`src/rtl/mem_arbiter_pkg.sv`:
```
// rtl/mem_arbiter_pkg.sv - shared encodings and default widths for the unified-memory arbiter
package mem_arbiter_pkg;

  localparam int DEF_ADDR_W = 32;
  localparam int DEF_DATA_W = 32;
  // Wide enough for the largest legal read latency (15).
  localparam int WAIT_W = 4;

  typedef enum logic [1:0] {
    IDLE  = 2'd0,
    ISSUE = 2'd1,
    WAIT  = 2'd2,
    RESP  = 2'd3
  } arbState_t;

  typedef enum logic {
    OWN_I = 1'b0,
    OWN_D = 1'b1
  } owner_t;

  function automatic int starveCntW(input int starveMax);
    return (starveMax < 2) ? 1 : $clog2(starveMax + 1);
  endfunction

endpackage

```
`src/rtl/mem_arb_pick.sv`:
```
// rtl/mem_arb_pick.sv - winner select between fetch and data ports with starvation guard
module mem_arb_pick
  import mem_arbiter_pkg::*;
#(
  parameter int STARVE_MAX = 4,
  parameter int CNT_W      = 3
) (
  input  logic             iReq,
  input  logic             dReq,
  input  logic [CNT_W-1:0] starveCnt,
  output logic             grantValid,
  output owner_t           grantOwner,
  output logic [CNT_W-1:0] nextCnt
);

  localparam logic [CNT_W-1:0] MAX_CNT = CNT_W'(STARVE_MAX);

  logic underLimit;

  assign underLimit = (STARVE_MAX == 0) || (starveCnt < MAX_CNT);

  always_comb begin
    grantValid = 1'b0;
    grantOwner = OWN_I;
    nextCnt    = '0;
    if (dReq && (!iReq || underLimit)) begin
      grantValid = 1'b1;
      grantOwner = OWN_D;
      // Count only data wins that made a pending fetch wait; saturate at the limit.
      if (iReq && (starveCnt < MAX_CNT)) begin
        nextCnt = starveCnt + 1'b1;
      end
    end else if (iReq) begin
      grantValid = 1'b1;
    end
  end

endmodule

```
`src/rtl/mem_arbiter.sv`:
```
// rtl/mem_arbiter.sv - shares one fixed-latency single-port memory between fetch and data ports
module mem_arbiter
  import mem_arbiter_pkg::*;
#(
  parameter int ADDR_W     = DEF_ADDR_W,
  parameter int DATA_W     = DEF_DATA_W,
  localparam int SEL_W     = DATA_W / 8,
  parameter int LATENCY    = 1,
  parameter int STARVE_MAX = 4
) (
  input  logic              clk,
  input  logic              rst,
  input  logic              i_req,
  input  logic [ADDR_W-1:0] i_addr,
  output logic              i_rdy,
  output logic [DATA_W-1:0] i_rdata,
  output logic              i_stall,
  input  logic              d_req,
  input  logic              d_we,
  input  logic [ADDR_W-1:0] d_addr,
  input  logic [SEL_W-1:0]  d_sel,
  input  logic [DATA_W-1:0] d_wdata,
  output logic              d_rdy,
  output logic [DATA_W-1:0] d_rdata,
  output logic              d_stall,
  output logic              mem_en,
  output logic              mem_we,
  output logic [ADDR_W-1:0] mem_addr,
  output logic [SEL_W-1:0]  mem_sel,
  output logic [DATA_W-1:0] mem_wdata,
  input  logic [DATA_W-1:0] mem_rdata
);

  localparam int CNT_W = starveCntW(STARVE_MAX);
  localparam logic [WAIT_W-1:0] LAT = WAIT_W'(LATENCY);

  arbState_t         state;
  arbState_t         stateNext;
  owner_t            owner;
  logic [WAIT_W-1:0] waitCnt;
  logic [CNT_W-1:0]  starveCnt;
  logic [CNT_W-1:0]  starveNext;
  logic              grantValid;
  owner_t            grantOwner;
  logic              lastBeat;

  mem_arb_pick #(
    .STARVE_MAX(STARVE_MAX),
    .CNT_W     (CNT_W)
  ) u_pick (
    .iReq      (i_req),
    .dReq      (d_req),
    .starveCnt (starveCnt),
    .grantValid(grantValid),
    .grantOwner(grantOwner),
    .nextCnt   (starveNext)
  );

  // Memory data is valid in the final WAIT cycle, when the countdown reaches one.
  assign lastBeat = (state == WAIT) && (waitCnt == WAIT_W'(1));
  assign i_stall  = i_req & ~i_rdy;
  assign d_stall  = d_req & ~d_rdy;

  always_ff @(posedge clk or negedge rst) begin
    if (!rst) begin
      state <= IDLE;
    end else begin
      state <= stateNext;
    end
  end

  always_comb begin
    stateNext = state;
    case (state)
      IDLE:    if (grantValid) stateNext = ISSUE;
      ISSUE:   stateNext = WAIT;
      WAIT:    if (lastBeat) stateNext = RESP;
      RESP:    stateNext = IDLE;
      default: stateNext = IDLE;
    endcase
  end

  always_ff @(posedge clk or negedge rst) begin
    if (!rst) begin
      mem_en    <= 1'b0;
      mem_we    <= 1'b0;
      mem_addr  <= '0;
      mem_sel   <= '0;
      mem_wdata <= '0;
      owner     <= OWN_I;
      waitCnt   <= '0;
      starveCnt <= '0;
      i_rdy     <= 1'b0;
      d_rdy     <= 1'b0;
      i_rdata   <= '0;
      d_rdata   <= '0;
    end else begin
      mem_en <= 1'b0;
      i_rdy  <= 1'b0;
      d_rdy  <= 1'b0;
      case (state)
        IDLE: begin
          starveCnt <= starveNext;
          if (grantValid) begin
            mem_en <= 1'b1;
            owner  <= grantOwner;
            if (grantOwner == OWN_D) begin
              mem_we    <= d_we;
              mem_addr  <= d_addr;
              mem_sel   <= d_we ? d_sel : '1;
              mem_wdata <= d_wdata;
            end else begin
              mem_we    <= 1'b0;
              mem_addr  <= i_addr;
              mem_sel   <= '1;
              mem_wdata <= '0;
            end
          end
        end
        ISSUE: waitCnt <= LAT;
        WAIT: begin
          waitCnt <= waitCnt - 1'b1;
          if (lastBeat) begin
            if (owner == OWN_I) begin
              i_rdy   <= 1'b1;
              i_rdata <= mem_rdata;
            end else begin
              d_rdy <= 1'b1;
              if (!mem_we) d_rdata <= mem_rdata;
            end
          end
        end
        default: ;
      endcase
    end
  end

endmodule
```
`config.mk`:
```
export PLATFORM = sky130hd
export DESIGN_NAME = mem_arbiter
export DESIGN_NICKNAME = d
export VERILOG_FILES = /design/src/rtl/mem_arbiter_pkg.sv /design/src/rtl/mem_arb_pick.sv /design/src/rtl/mem_arbiter.sv
export SDC_FILE = /design/constraint.sdc
export NUM_CORES = 1
export LEC_CHECK = 0
export ABC_AREA = 0
export BUFFER_PORTS_ARGS = -buffer_cell sky130_fd_sc_hd__buf_2
export CORE_ASPECT_RATIO = 0.9
export CORE_MARGIN = 2
export CORE_UTILIZATION = 46
export DETAILED_ROUTE_END_ITERATION = 16
export PLACE_DENSITY = 0.79
export SYNTH_ARGS = -nofsm -noshare
export SYNTH_HDL_FRONTEND = slang
export SYNTH_SLANG_ARGS = --single-unit
```
`constraint.sdc`:
```
create_clock -name clk -period 2.2 [get_ports clk]
set_input_delay 0 -clock clk [delete_from_list [all_inputs] [get_ports clk]]
set_output_delay 0 -clock clk [all_outputs]
set_load 0.01 [all_outputs]
```
# --- Word level (Yosys, flattened, before mapping) ---
# Cells that the tools add are included.
op_classes:
  n_eq_ne: 6
  n_lt_le_gt_ge: 1
  n_reduce_logical: 11
  n_bitwise: 6
  muxes: 22
  add_sub_neg: 2
op_table:
  columns: ["operator", "n"]
  rows:
  - ["$mux W32", 2]
  - ["$mux W1", 12]
  - ["$mux W4", 2]
  - ["$pmux W2 S4", 1]
  - ["$pmux W4 S2", 1]
  - ["$mux W3", 2]
  - ["$eq A2 B2 Y1 const B", 2]
  - ["$eq A4 B1 Y1 const B", 1]
  - ["$mux W2", 2]
  - ["$ne A2 B2 Y1 const B", 2]
  - ["$not A1 Y1", 4]
  - ["$reduce_and A2 Y1", 2]
  - ["$reduce_and A4 Y1", 1]
  - ["$sub A4 B1 Y4 const B", 1]
  - ["$add A3 B1 Y3 const B", 1]
  - ["$logic_and A1 B1 Y1", 3]
  - ["$lt A3 B3 Y1 const B", 1]
  - ["$reduce_and A3 Y1", 1]
  - ["$and A1 B1 Y1", 2]
  - ["$eq A2 B1 Y1 const B", 1]
  - ["$logic_not A2 Y1", 1]
  - ["$reduce_bool A2 Y1", 1]
  - ["$logic_not A1 Y1", 1]
  - ["$logic_or A1 B1 Y1", 1]
totals:
  word_cells: 61
  output_inout_bits: 138
  input_bits: 137
  regBits: 146

# --- Logic depth before layout (Yosys ltp) ---
# Gate-level depths: netlist of the first run.
logic_depth:
  depth_word: 6
  ltp_mapped: 7
  ltp_nobuf: 6

# --- Cells and area by module ---
# From an unflattened synthesis of the first run, not the netlist that was laid out.
hier_totals:
  cells_unflattened: 486
  area_unflattened_um2: 5940.7
by_module_without_submodules:
  columns: ["module", "cells_each", "instances", "area_each_um2", "seq_area_each_um2"]
  rows:
  - ["mem_arbiter", 480, 1, 5881.9, 3653.5]
  - ["mem_arb_pick", 6, 1, 58.8, 0.0]

# --- Worst setup path after synthesis of the first run ---
# Ideal clock, no wire load.
synth_timing:
  path_kind: "register to register"
  from: "reg waitCnt[1]"
  to: "reg i_rdata[10]"
  arrival_time_ns: 1.801
  path_buffers: 1
  required_ns: 2.075
  slack_ns: 0.274
  setup_ns: 0.125
  synth_period_minus_slack_ns: 1.926
  stages_incl_launch_ff: 7
  path_cell_list: "dfrtp_1 > inv_1 > ha_1 > or3b_4 > nor3b_4 > buf_6 > mux2_2"
synth_via:
  elab_chain_cells: 3
synth_rtl:
  columns: ["item", "line", "rtl"]
  rows:
  - ["start, declared", "mem_arbiter.sv:40", "logic [WAIT_W-1:0] waitCnt;"]
  - ["start signal, assigned", "mem_arbiter.sv:122", "waitCnt <= waitCnt - 1'b1;"]
  - ["$eq A4 B1 Y1", "mem_arbiter.sv:60", "assign lastBeat = (state == WAIT) && (waitCnt == WAIT_W'(1));"]
  - ["$logic_and A1 B1 Y1", "mem_arbiter.sv:60", null]
  - ["$reduce_and A3 Y1 (no line)", null, null]
  - ["end signal, assigned", "mem_arbiter.sv:126", "i_rdata <= mem_rdata;"]
  - ["end, declared", "mem_arbiter.sv:16", "output logic [DATA_W-1:0] i_rdata,"]
# No other way between the ends.
# A chain may end at the register's enable or synchronous reset.

# --- Final worst setup path of the first run ---
layout_timing:
  from: "reg state[1]"
  to: "reg mem_addr[21]"
layout_via:
  elab_chain_cells: 2
layout_rtl:
  columns: ["item", "line", "rtl"]
  rows:
  - ["start, declared", "mem_arbiter.sv:37", "arbState_t state;"]
  - ["start signal, assigned", "mem_arbiter.sv:68", "state <= stateNext;"]
  - ["$logic_not A2 Y1", "mem_arbiter.sv:101", "case (state)"]
  - ["$reduce_and A2 Y1 (no line)", null, null]
  - ["end signal, assigned", "mem_arbiter.sv:109", "mem_addr <= d_addr;"]
  - ["end signal, assigned", "mem_arbiter.sv:114", "mem_addr <= i_addr;"]
  - ["end, declared", "mem_arbiter.sv:28", "output logic [ADDR_W-1:0] mem_addr,"]
# No other way between the ends.

==> results by group, run 1 <==
Clocking
  – Sink Count: 146
  – Clk Latency, worst-skew pair: 0.41 ns
  – CTS H-tree depth: 4
  – Total clock buffers created by CTS: 17
  – Clock tree buffer depth: 2
  – TritonCTS clock tree: done
  – Root buffer cell: clkbuf_16
  – Clock slew at reported path FFs: 0.06 ns

Layout
  – Nets: between 1k and 1.5k
  – Non-filler cells, final: roughly 1.0k
  – Area of the multi-input gates: around 2000 um^2
  – Reg area: around 3700 um^2
  – Area growth syn-to-layout: 62.6%
  – Layout cells sized above 1: 44.0%
  – Layout fillers: ~670
  – # diodes: 0

Flow run
  – Max Cap Viol: 0

STA
  – Skew final: approximately 0.0098 ns
  – Final hold viol count: 0
  – Crit path time final: between 2 and 2.5 ns
  – Setup violators final: 0
  – Max frequency: 475 MHz
  – RSZ-0062 raised after global routing: false
  – Setup TNS: 0 ns
  – Post-route clock period utilization: a little over nine tenths
  – Max-slew headroom: just over 60%
  – Slew @ Worst Pin: 0.566 ns
  – Slew Limit Fails: 0

Setup path
  – Buffers & Inverters on Critical Path: 3
  – Critical-path top delay cell: dlygate4sd3_1
  – Critical path type: flip-flop to flip-flop
  – Critical path depth: 7
  – Critical Path Max Stage Delay: 0.58 ns
  – Req. time, crit path: 2.49 ns
  – Worst-path cell chain: inv_1 -> ha_4 -> o21ai_4 -> buf_4 -> a21oi_1 -> a21oi_1 -> dlygate4sd3_1
  – Crit. End Element: flip-flop
  – Critical Path Start Type: flip-flop
  – CP dominant cell by count: a21oi_1
  – Top Family by Delay on Critical Path: buffers and inverters
  – Arr. time, crit path: about 2.4 ns
  – Worst r2r path cells: 7
  – Worst Path Max Fanout: 27

GRT
  – Largest net degree at the start of global routing: 64
  – Global-route wire length before repair: between 20000 and 30000 um
  – Initial antenna violation count: 0
  – Overflow after GRT: 0
  – Gr usage total: 28.5%
  – Vias in the first global route: roughly 5.9k

Floorplan
  – DIE HEIGHT: between 100 and 150 um
  – Ports: about 280
  – CORE AREA: about 12000 um^2
  – Die width: 122 um
  – Cell Rows: 38
  – Die Area: roughly 13000 um^2
  – Initial Util: a little under half

Placement
  – Port buffer count: roughly 270
  – RePlAce Congestion: 0.785
  – DP HPWL: 10800 um
  – Dpl cells: 874

Routing
  – Post-DR vias/cell: 5.35
  – Router iterations before antenna repair: 6
  – Via Count: ~5.6k
  – # DRC: 0
  – Wire length per cell: between 15 and 20 um
  – Initial DRC Count: around 380
  – Drt total wl: approximately 19000 um
  – ANT nets after route: 0

Synthesis
  – Warnings, synthesis: 0
  – Synth Register Bits: between 100 and 150
  – Syn avg cell area: ~13 um^2
  – Largest area contributor in the netlist: dfrtp_1
  – Most common cell in the netlist: dfrtp_1
  – Synthesized Nets: just under 600
  – Number of synthesized flops with an enable pin: 0
  – FFs w/ async S/R, synth: between 90% and 100%
  – Post-synth cell types: 34
  – Synthesized cell area: roughly 5800 um^2
  – Sequential cell area fraction in the yosys report: between 60 and 70%
  – Synth top area cells: dfrtp_1, mux2_2, a21oi_1, a22o_1, nand2_1
  – Cells after Synth: 453
  – Top_reg_cell synth: dfrtp_1
  – Top-area cell type share of the netlist area: 63.5%
  – Commonest cells in the netlist: dfrtp_1, a21oi_1, mux2_2

Run status
  – Outcome: finished, final reports clean

Power
  – VDD IR-drop max: between 0.8 and 0.9 mV
  – Leakage: approximately 4.6 nW
  – Pwr Density: 1460 nW/um^2

Worst hold path
  – Hold Path Class: input port to flip-flop
  – Hold Path Stages: 3
-- worst paths after layout --
| kind | slack (ns) | from | endpoint |
|---|---|---|---|
| worst max-delay path | 0.09 | state[1] | mem_addr[21] |
| worst min-delay path | 0.03 | i_req | starveCnt[2] |
| worst max register to register | 0.09 | state[1] | mem_addr[21] |
| worst min register to register | 0.48 | d_rdata[6] | d_rdata[6] |
| max in group asynchronous | 1.36 | rst | mem_sel[2] |
| min in group asynchronous | 0.13 | rst | mem_wdata[26] |
-- cells in the final DEF, fill, tap and decap left out, types with 3 or more instances in the layout --
master / synthesis / final
buf_2: 4 / 273
dfrtp_1: 146 / 146
dlygate4sd3_1: 0 / 135
a21oi_1: 66 / 66
mux2_2: 63 / 63
nand2_1: 38 / 38
nor2_1: 35 / 34
a22o_1: 32 / 32
clkbuf_16: 0 / 17
buf_4: 3 / 9
inv_1: 6 / 6
ha_1: 6 / 5
bufinv_16: 0 / 5
o22a_1: 4 / 4
o21ai_0: 4 / 4
buf_12: 0 / 4
nor2b_1: 3 / 3
nand3_1: 3 / 3
clkbuf_1: 10 / 3
-- worst register-to-register path, stage by stage (launching register included) --
cell and delay [ns]:
dfrtp_1 0.39, inv_1 0.13, ha_4 0.20, o21ai_4 0.09, buf_4 0.24, a21oi_1 0.22, a21oi_1 0.12, dlygate4sd3_1 0.58
-- layer usage --
layer  global-route usage (%)  wire (um)  share of wire [%]  vias to the layer above
li1                         -          -                  -                     2425
met1                     32.5       7030                 37                     2681
met2                     47.8       9710                 51                      362
met3                     8.23       1420                7.4                       94
met4                     17.4       1030                5.4                        0
met5                        0          0                  0                        -
-- power by group --
group | internal, mW | leakage (nW) | switching [mW]
registers | 3.99 | 1.75 | 0.768
clock network | 2.00 | 0.300 | 1.08
logic | 3.01 | 2.52 | 2.85
total | 8.99 | 4.57 | 4.70
-- logic make-up after synthesis --
| kind of cell | after synthesis | synth area share (%) |
|---|---|---|
| muxes | 66 | 12.9 |
| buffers and inverters | 34 | 2.89 |
| AOI/OAI and AO/OA | 114 | 12.7 |
| DFF | 146 | 63.5 |
| adders and majority gates | 6 | 1.30 |
| and+or+nand+nor | 87 | 6.74 |
-- per-stage QoR --
step           setup WS (ns)  hold slack [ns]  util, %  instance area [um^2]  total power [mW]
2_1_floorplan          0.274           -0.296        -                  5760              7.52
3_3_place_gp           0.247          0.00359     60.8                  7370              9.35
3_5_place_dp           0.193           0.0150     60.8                  7370              9.59
4_1_cts               0.0578          0.00307     77.0                  9340              13.4
5_1_grt               0.0168           0.0651     77.2                  9360              14.4
6_report              0.0935           0.0297     77.2                  9360              13.7
-- sequential cells by signal, summed over array words and instances, names as in the netlist --
signal	count
d_rdata	32
i_rdata	32
mem_addr	32
mem_wdata	32
mem_sel	4
waitCnt	4
starveCnt	3
state	2
d_rdy	1
i_rdy	1
mem_en	1
mem_we	1
owner	1
-- area by class of cell --
cell class | instances | share of cell area (%)
Multi-Input combinational cell | 273 | 21.0
Timing Repair Buffer | 423 | 30.9
Sequential cell | 146 | 39.0
Inverter | 7 | 0.307
Tap cell | 160 | 2.14
Clock buffer | 20 | 4.67
Clock inverter | 10 | 1.98
-- repair_timing --
item | CTS | global route
setup buffers | 0 | 0
endpoints found under the hold margin | 203 | 0
endpoints found under the setup margin | 0 | 32
resized for setup | 0 | 4
hold buffers | 135 | 0
No activity file was read; power rests on OpenSTA's default activity.
==> inputs of run 2 (changes only) <==
--- a/config.mk
+++ b/config.mk
@@ -9,9 +9,10 @@
 export BUFFER_PORTS_ARGS = -buffer_cell sky130_fd_sc_hd__buf_2
 export CORE_ASPECT_RATIO = 0.9
 export CORE_MARGIN = 2
-export CORE_UTILIZATION = 46
+export CORE_UTILIZATION = 48
+export CTS_BUF_LIST = sky130_fd_sc_hd__clkbuf_8
 export DETAILED_ROUTE_END_ITERATION = 16
-export PLACE_DENSITY = 0.79
+export PLACE_DENSITY = 0.81
 export SYNTH_ARGS = -nofsm -noshare
 export SYNTH_HDL_FRONTEND = slang
 export SYNTH_SLANG_ARGS = --single-unit
==> results by group, run 2 (same netlist as run 1, synthesis figures left out) <==
Run status
  – Outcome: finished, final reports clean

Setup path
  – Req. time, crit path: ~2.5 ns
  – Worst Path Max Fanout: 28
  – Worst R2R Start: waitCnt[1]
  – Worst r2r path cells: 6
  – Worst reg2reg setup slack: around 0.17 ns
  – Arr. time, crit path: ~2.4 ns
  – Critical-path top delay cell: or3b_4
  – Critical Path Start Type: flip-flop
  – Top Family by Delay on Critical Path: simple AND/OR/NAND/NOR gates
  – Critical Path Max Stage Delay: between 0.4 and 0.5 ns
  – Buffers & Inverters on Critical Path: 2
  – Crit. End Element: flip-flop
  – Worst-path cell chain: inv_1 -> ha_1 -> or3b_4 -> nor3b_4 -> buf_12 -> mux2_2
  – Critical path type: flip-flop to flip-flop
  – Reg-to-reg endpoint: i_rdata[30]

Power
  – Sequential Power Share: 38.8%
  – VDD IR-drop max: 0.748 mV
  – Pwr Density: around 1300 nW/um^2
  – Switch share: approximately 38%
  – Total power: approximately 12 mW
  – Int Pwr: 7.67 mW
  – Leakage: roughly 4.5 nW
  – Clock share of power: 17.6%
  – P_sw: 4.63 mW
  – Comb pwr share: 43.5%

Clocking
  – Sink Count: around 150
  – Root buffer cell: clkbuf_8
  – Clk Latency, worst-skew pair: between 0.4 and 0.5 ns
  – Total clock buffers created by CTS: 17
  – TritonCTS clock tree: done
  – CTS H-tree depth: 4
  – Clock tree buffer depth: 2
  – Clock slew at reported path FFs: about 0.080 ns

Layout
  – Area growth syn-to-layout: 58.9%
  – Layout fillers: around 600
  – Most frequent cells in the layout: buf_2, dfrtp_1, dlygate4sd3_1
  – Layout cells sized above 1: between 40% and 50%
  – Nets: roughly 1k
  – Reg area: around 3700 um^2
  – Commonest non-fill, non-tap cell in the layout: buf_2
  – Area of the multi-input gates: ~2000 um^2

STA
  – Crit path time final: ~2 ns
  – Slew Limit Fails: 0
  – Max frequency: between 400 and 500 MHz
  – Skew final: 0.00860 ns
  – Setup violators final: 0
  – Setup TNS: 0 ns
  – Post-route clock period utilization: between 90% and 100%
  – Slew @ Worst Pin: between 0.5 and 0.6 ns
  – Final hold viol count: 0
  – RSZ-0062 raised after global routing: false
  – Max-slew headroom: 63.4%

Placement
  – DP HPWL: approximately 11000 um
  – RePlAce Congestion: 0.821
  – Port buffer count: 274

GRT
  – Gr usage total: roughly 32%
  – Initial antenna violation count: 0
  – Vias in the first global route: 5928
  – Largest net degree at the start of global routing: 58
  – Global-route wire length before repair: between 30000 and 40000 um
  – Overflow after GRT: 0

Routing
  – Post-DR vias/cell: about 5.4
  – Drt total wl: between 20000 and 25000 um
  – ANT nets after route: 0
  – # DRC: 0
  – Router iterations before antenna repair: 6
  – Via Count: 5656
  – Wire length per cell: 19.6 um
  – Initial DRC Count: between 600 and 700

Floorplan
  – DIE HEIGHT: ~110 um
  – Die Area: around 13000 um^2
  – Initial Util: between 40% and 50%
  – Die width: 119 um
  – Ports: 275
  – Cell Rows: 37
  – CORE AREA: between 10000 and 15000 um^2

Worst hold path
  – Hold Path Class: input port to asynchronous set/reset pin

Flow run
  – Max Cap Viol: 0
## run 2: repair_timing
action,CTS,global route
setup endpoints to repair,0,0
endpoints found under the hold margin,246,0
buffers inserted,0,0
hold buffers,136,0
resized for setup,0,0
## run 2: cell type report
class / instances / share of cell area (%)
sequential: 146 / 39.9
timing repair buffer: 421 / 31.7
multi-input combinational: 273 / 21.4
clock buffer: 18 / 2.71
tap: 156 / 2.13
clock inverter: 14 / 1.79
inverter: 7 / 0.287
antenna: 4 / 0.109
## run 2: worst register-to-register path: cells and delay by family, from the launching register on
family / cells / cell delay, ns
AND/OR/NAND/NOR: 2 / 0.67
flip-flops: 1 / 0.40
multiplexers: 1 / 0.37
buffers and inverters: 2 / 0.34
adder cells (fa/ha/maj): 1 / 0.14
## run 2: worst max-delay path by stage
stage	from	to	depth (start not counted)
2_1_floorplan	waitCnt[1]	i_rdata[10]	6
3_3_place_gp	waitCnt[1]	i_rdata[9]	6
3_5_place_dp	waitCnt[1]	i_rdata[11]	6
4_1_cts	waitCnt[1]	i_rdata[11]	6
5_1_grt	waitCnt[1]	i_rdata[4]	6
6_report	waitCnt[1]	i_rdata[30]	6
## run 2: layer usage
metal | track usage (%) | up-vias | wire, um | share of wire (%)
met2 | 55.4 | 417 | 10300 | 51
li1 | - | 2426 | - | -
met3 | 9.38 | 72 | 1810 | 8.9
met5 | 0 | - | 0 | 0
met1 | 38.2 | 2741 | 7560 | 37
met4 | 13.8 | 0 | 668 | 3.3
## run 2: power by group through the flow
stage | clock, mW | sequential [mW] | combinational [mW]
2_1_floorplan | 0 | 5.22 | 2.30
6_report | 2.17 | 4.78 | 5.35
4_1_cts | 2.20 | 4.69 | 5.15
3_3_place_gp | 0 | 4.67 | 4.74
3_5_place_dp | 0 | 4.71 | 4.97
5_1_grt | 2.32 | 4.89 | 5.74
## run 2: through the flow
step	worst slack [ns]	cells	hold slack, ns	util [%]	instance area, um^2
2_1_floorplan	0.274	453	-0.296	-	5760
3_3_place_gp	0.258	867	-0.0164	63.6	7360
3_5_place_dp	0.202	867	-0.0119	63.6	7360
4_1_cts	0.188	1035	0.0484	79.0	9140
5_1_grt	0.0786	1035	0.123	79.0	9140
6_report	0.173	1039	0.116	79.0	9150
==> inputs of run 3 (changes only) <==
--- a/config.mk
+++ b/config.mk
@@ -6,7 +6,7 @@
 export NUM_CORES = 1
 export LEC_CHECK = 0
 export ABC_AREA = 0
-export BUFFER_PORTS_ARGS = -buffer_cell sky130_fd_sc_hd__buf_2
+export BUFFER_PORTS_ARGS = -buffer_cell sky130_fd_sc_hd__buf_4
 export CORE_ASPECT_RATIO = 0.9
 export CORE_MARGIN = 2
 export CORE_UTILIZATION = 48
==> results by group, run 3 (same netlist as run 1, synthesis figures left out) <==
GRT
  – Initial antenna violation count: 0
  – Overflow after GRT: 0
  – Vias in the first global route: 6089
  – Global-route wire length before repair: 33000 um
  – Gr usage total: 33.9%
  – Largest net degree at the start of global routing: 67

Setup path
  – Worst reg2reg setup slack: 0.13 ns
  – Critical Path Start Type: flip-flop
  – Critical Path Max Stage Delay: between 0.4 and 0.5 ns
  – Critical-path top delay cell: or3b_4
  – Reg-to-reg endpoint: i_rdata[7]
  – Critical path type: flip-flop to flip-flop
  – Arr. time, crit path: 2.40 ns
  – Req. time, crit path: around 2.5 ns
  – Top Family by Delay on Critical Path: simple AND/OR/NAND/NOR gates
  – Buffers & Inverters on Critical Path: 2
  – Crit. End Element: flip-flop
  – Worst Path Max Fanout: 20
  – Worst-path cell chain: inv_1 -> ha_1 -> or3b_4 -> nor3b_4 -> buf_4 -> mux2_2
  – Worst r2r path cells: 6
  – Worst R2R Start: waitCnt[1]

STA
  – Slew Limit Fails: 0
  – Final hold viol count: 0
  – Slew @ Worst Pin: 0.594 ns
  – RSZ-0062 raised after global routing: false
  – Setup violators final: 0
  – Max-slew headroom: 60.4%
  – Post-route clock period utilization: 94.3%
  – Max frequency: approximately 480 MHz
  – Skew final: 0.00846 ns
  – Min setup slack post-route: approximately 0.13 ns
  – Crit path time final: roughly 2.1 ns
  – Setup TNS: 0 ns

Layout
  – Layout cells sized above 1: roughly 44%
  – Most frequent cells in the layout: buf_4, dfrtp_1, dlygate4sd3_1
  – Commonest non-fill, non-tap cell in the layout: buf_4
  – Non-filler cells, final: around 1.0k
  – Nets: roughly 1k
  – Area growth syn-to-layout: 70.1%
  – Reg area: approximately 3700 um^2
  – Layout fillers: 551
  – Area of the multi-input gates: just under 2000 um^2

Routing
  – # DRC: 0
  – Post-DR vias/cell: roughly 5.3
  – Via Count: 5558
  – Router iterations before antenna repair: 7
  – ANT nets after route: 0
  – Drt total wl: around 22000 um
  – Initial DRC Count: 373
  – Wire length per cell: approximately 21 um

Power
  – Total power: 13.3 mW
  – Leakage: between 4 and 5 nW
  – Pwr Density: ~1400 nW/um^2
  – VDD IR-drop max: slightly above 0.8 mV

Placement
  – DP HPWL: roughly 12000 um
  – Setup Slack @ Placement: 0.161 ns
  – Port buffer count: 274
  – RePlAce Congestion: about 0.78
  – Dpl cells: between 800 and 900

Clocking
  – Clk Latency, worst-skew pair: ~0.45 ns
  – Root buffer cell: clkbuf_8
  – CTS H-tree depth: 4
  – Clock slew at reported path FFs: approximately 0.090 ns
  – Post-CTS setup buffer count: 0
  – TritonCTS clock tree: done
  – Clock tree buffer depth: 2
  – Sink Count: around 150
  – Total clock buffers created by CTS: 17

Floorplan
  – Cell Rows: 37
  – DIE HEIGHT: 108 um
  – CORE AREA: between 10000 and 15000 um^2
  – Initial Util: between 40% and 50%
  – Die Area: between 10000 and 15000 um^2
  – Ports: 275
  – Die width: between 100 and 150 um

Flow run
  – Max Cap Viol: 0

Worst hold path
  – Hold Path Class: input port to asynchronous set/reset pin

Run status
  – Outcome: finished, final reports clean
-- run 3: final cells by class --
cell class                      instances  area share, %
Antenna cell                            4          0.102
Clock buffer                           17           2.39
Clock inverter                         15           1.50
Inverter                                7          0.268
Multi-Input combinational cell        273           20.1
Sequential cell                       146           37.3
Tap cell                              156           1.99
Timing Repair Buffer                  421           36.3
-- run 3: how the worst max path moves through the flow --
stage                           from      endpoint  slack [ns]  cells after the start
after global routing      waitCnt[1]    i_rdata[7]        0.05                      6
after floorplan           waitCnt[1]   i_rdata[10]        0.27                      6
final                     waitCnt[1]    i_rdata[7]        0.13                      6
after detailed placement  waitCnt[1]    i_rdata[7]        0.16                      6
after global placement    waitCnt[1]    i_rdata[5]        0.23                      6
after CTS                   state[0]  mem_addr[31]        0.10                      7
-- run 3: metrics by stage --
stage / util [%] / hold WS, ns / cell area [um^2]
global placement: 69.3 / 0.0169 / 8020
floorplan: - / -0.296 / 5760
global route: 84.5 / 0.0969 / 9780
finish: 84.6 / 0.0925 / 9790
CTS: 84.4 / 0.0704 / 9760
detailed placement: 69.3 / 0.0267 / 8020
-- run 3: per-layer routing --
| metal | GRT usage, % | routed length [um] | up-vias |
|---|---|---|---|
| met1 | 38.3 | 7930 | 2719 |
| met5 | 0 | 0 | - |
| met2 | 57.3 | 10800 | 335 |
| met3 | 11.1 | 1810 | 87 |
| li1 | - | - | 2417 |
| met4 | 18.8 | 1000 | 0 |
-- run 3: what timing repair did --
item	4_1_cts	5_1_grt
endpoints found under the setup margin	0	17
hold buffers	136	0
endpoints found under the hold margin	197	0
gates resized for setup	0	3
-- run 3: where the power goes --
group | switching, mW | internal, mW
logic | 2.91 | 3.48
registers | 0.895 | 3.98
clock network | 1.07 | 0.996
total | 4.87 | 8.45
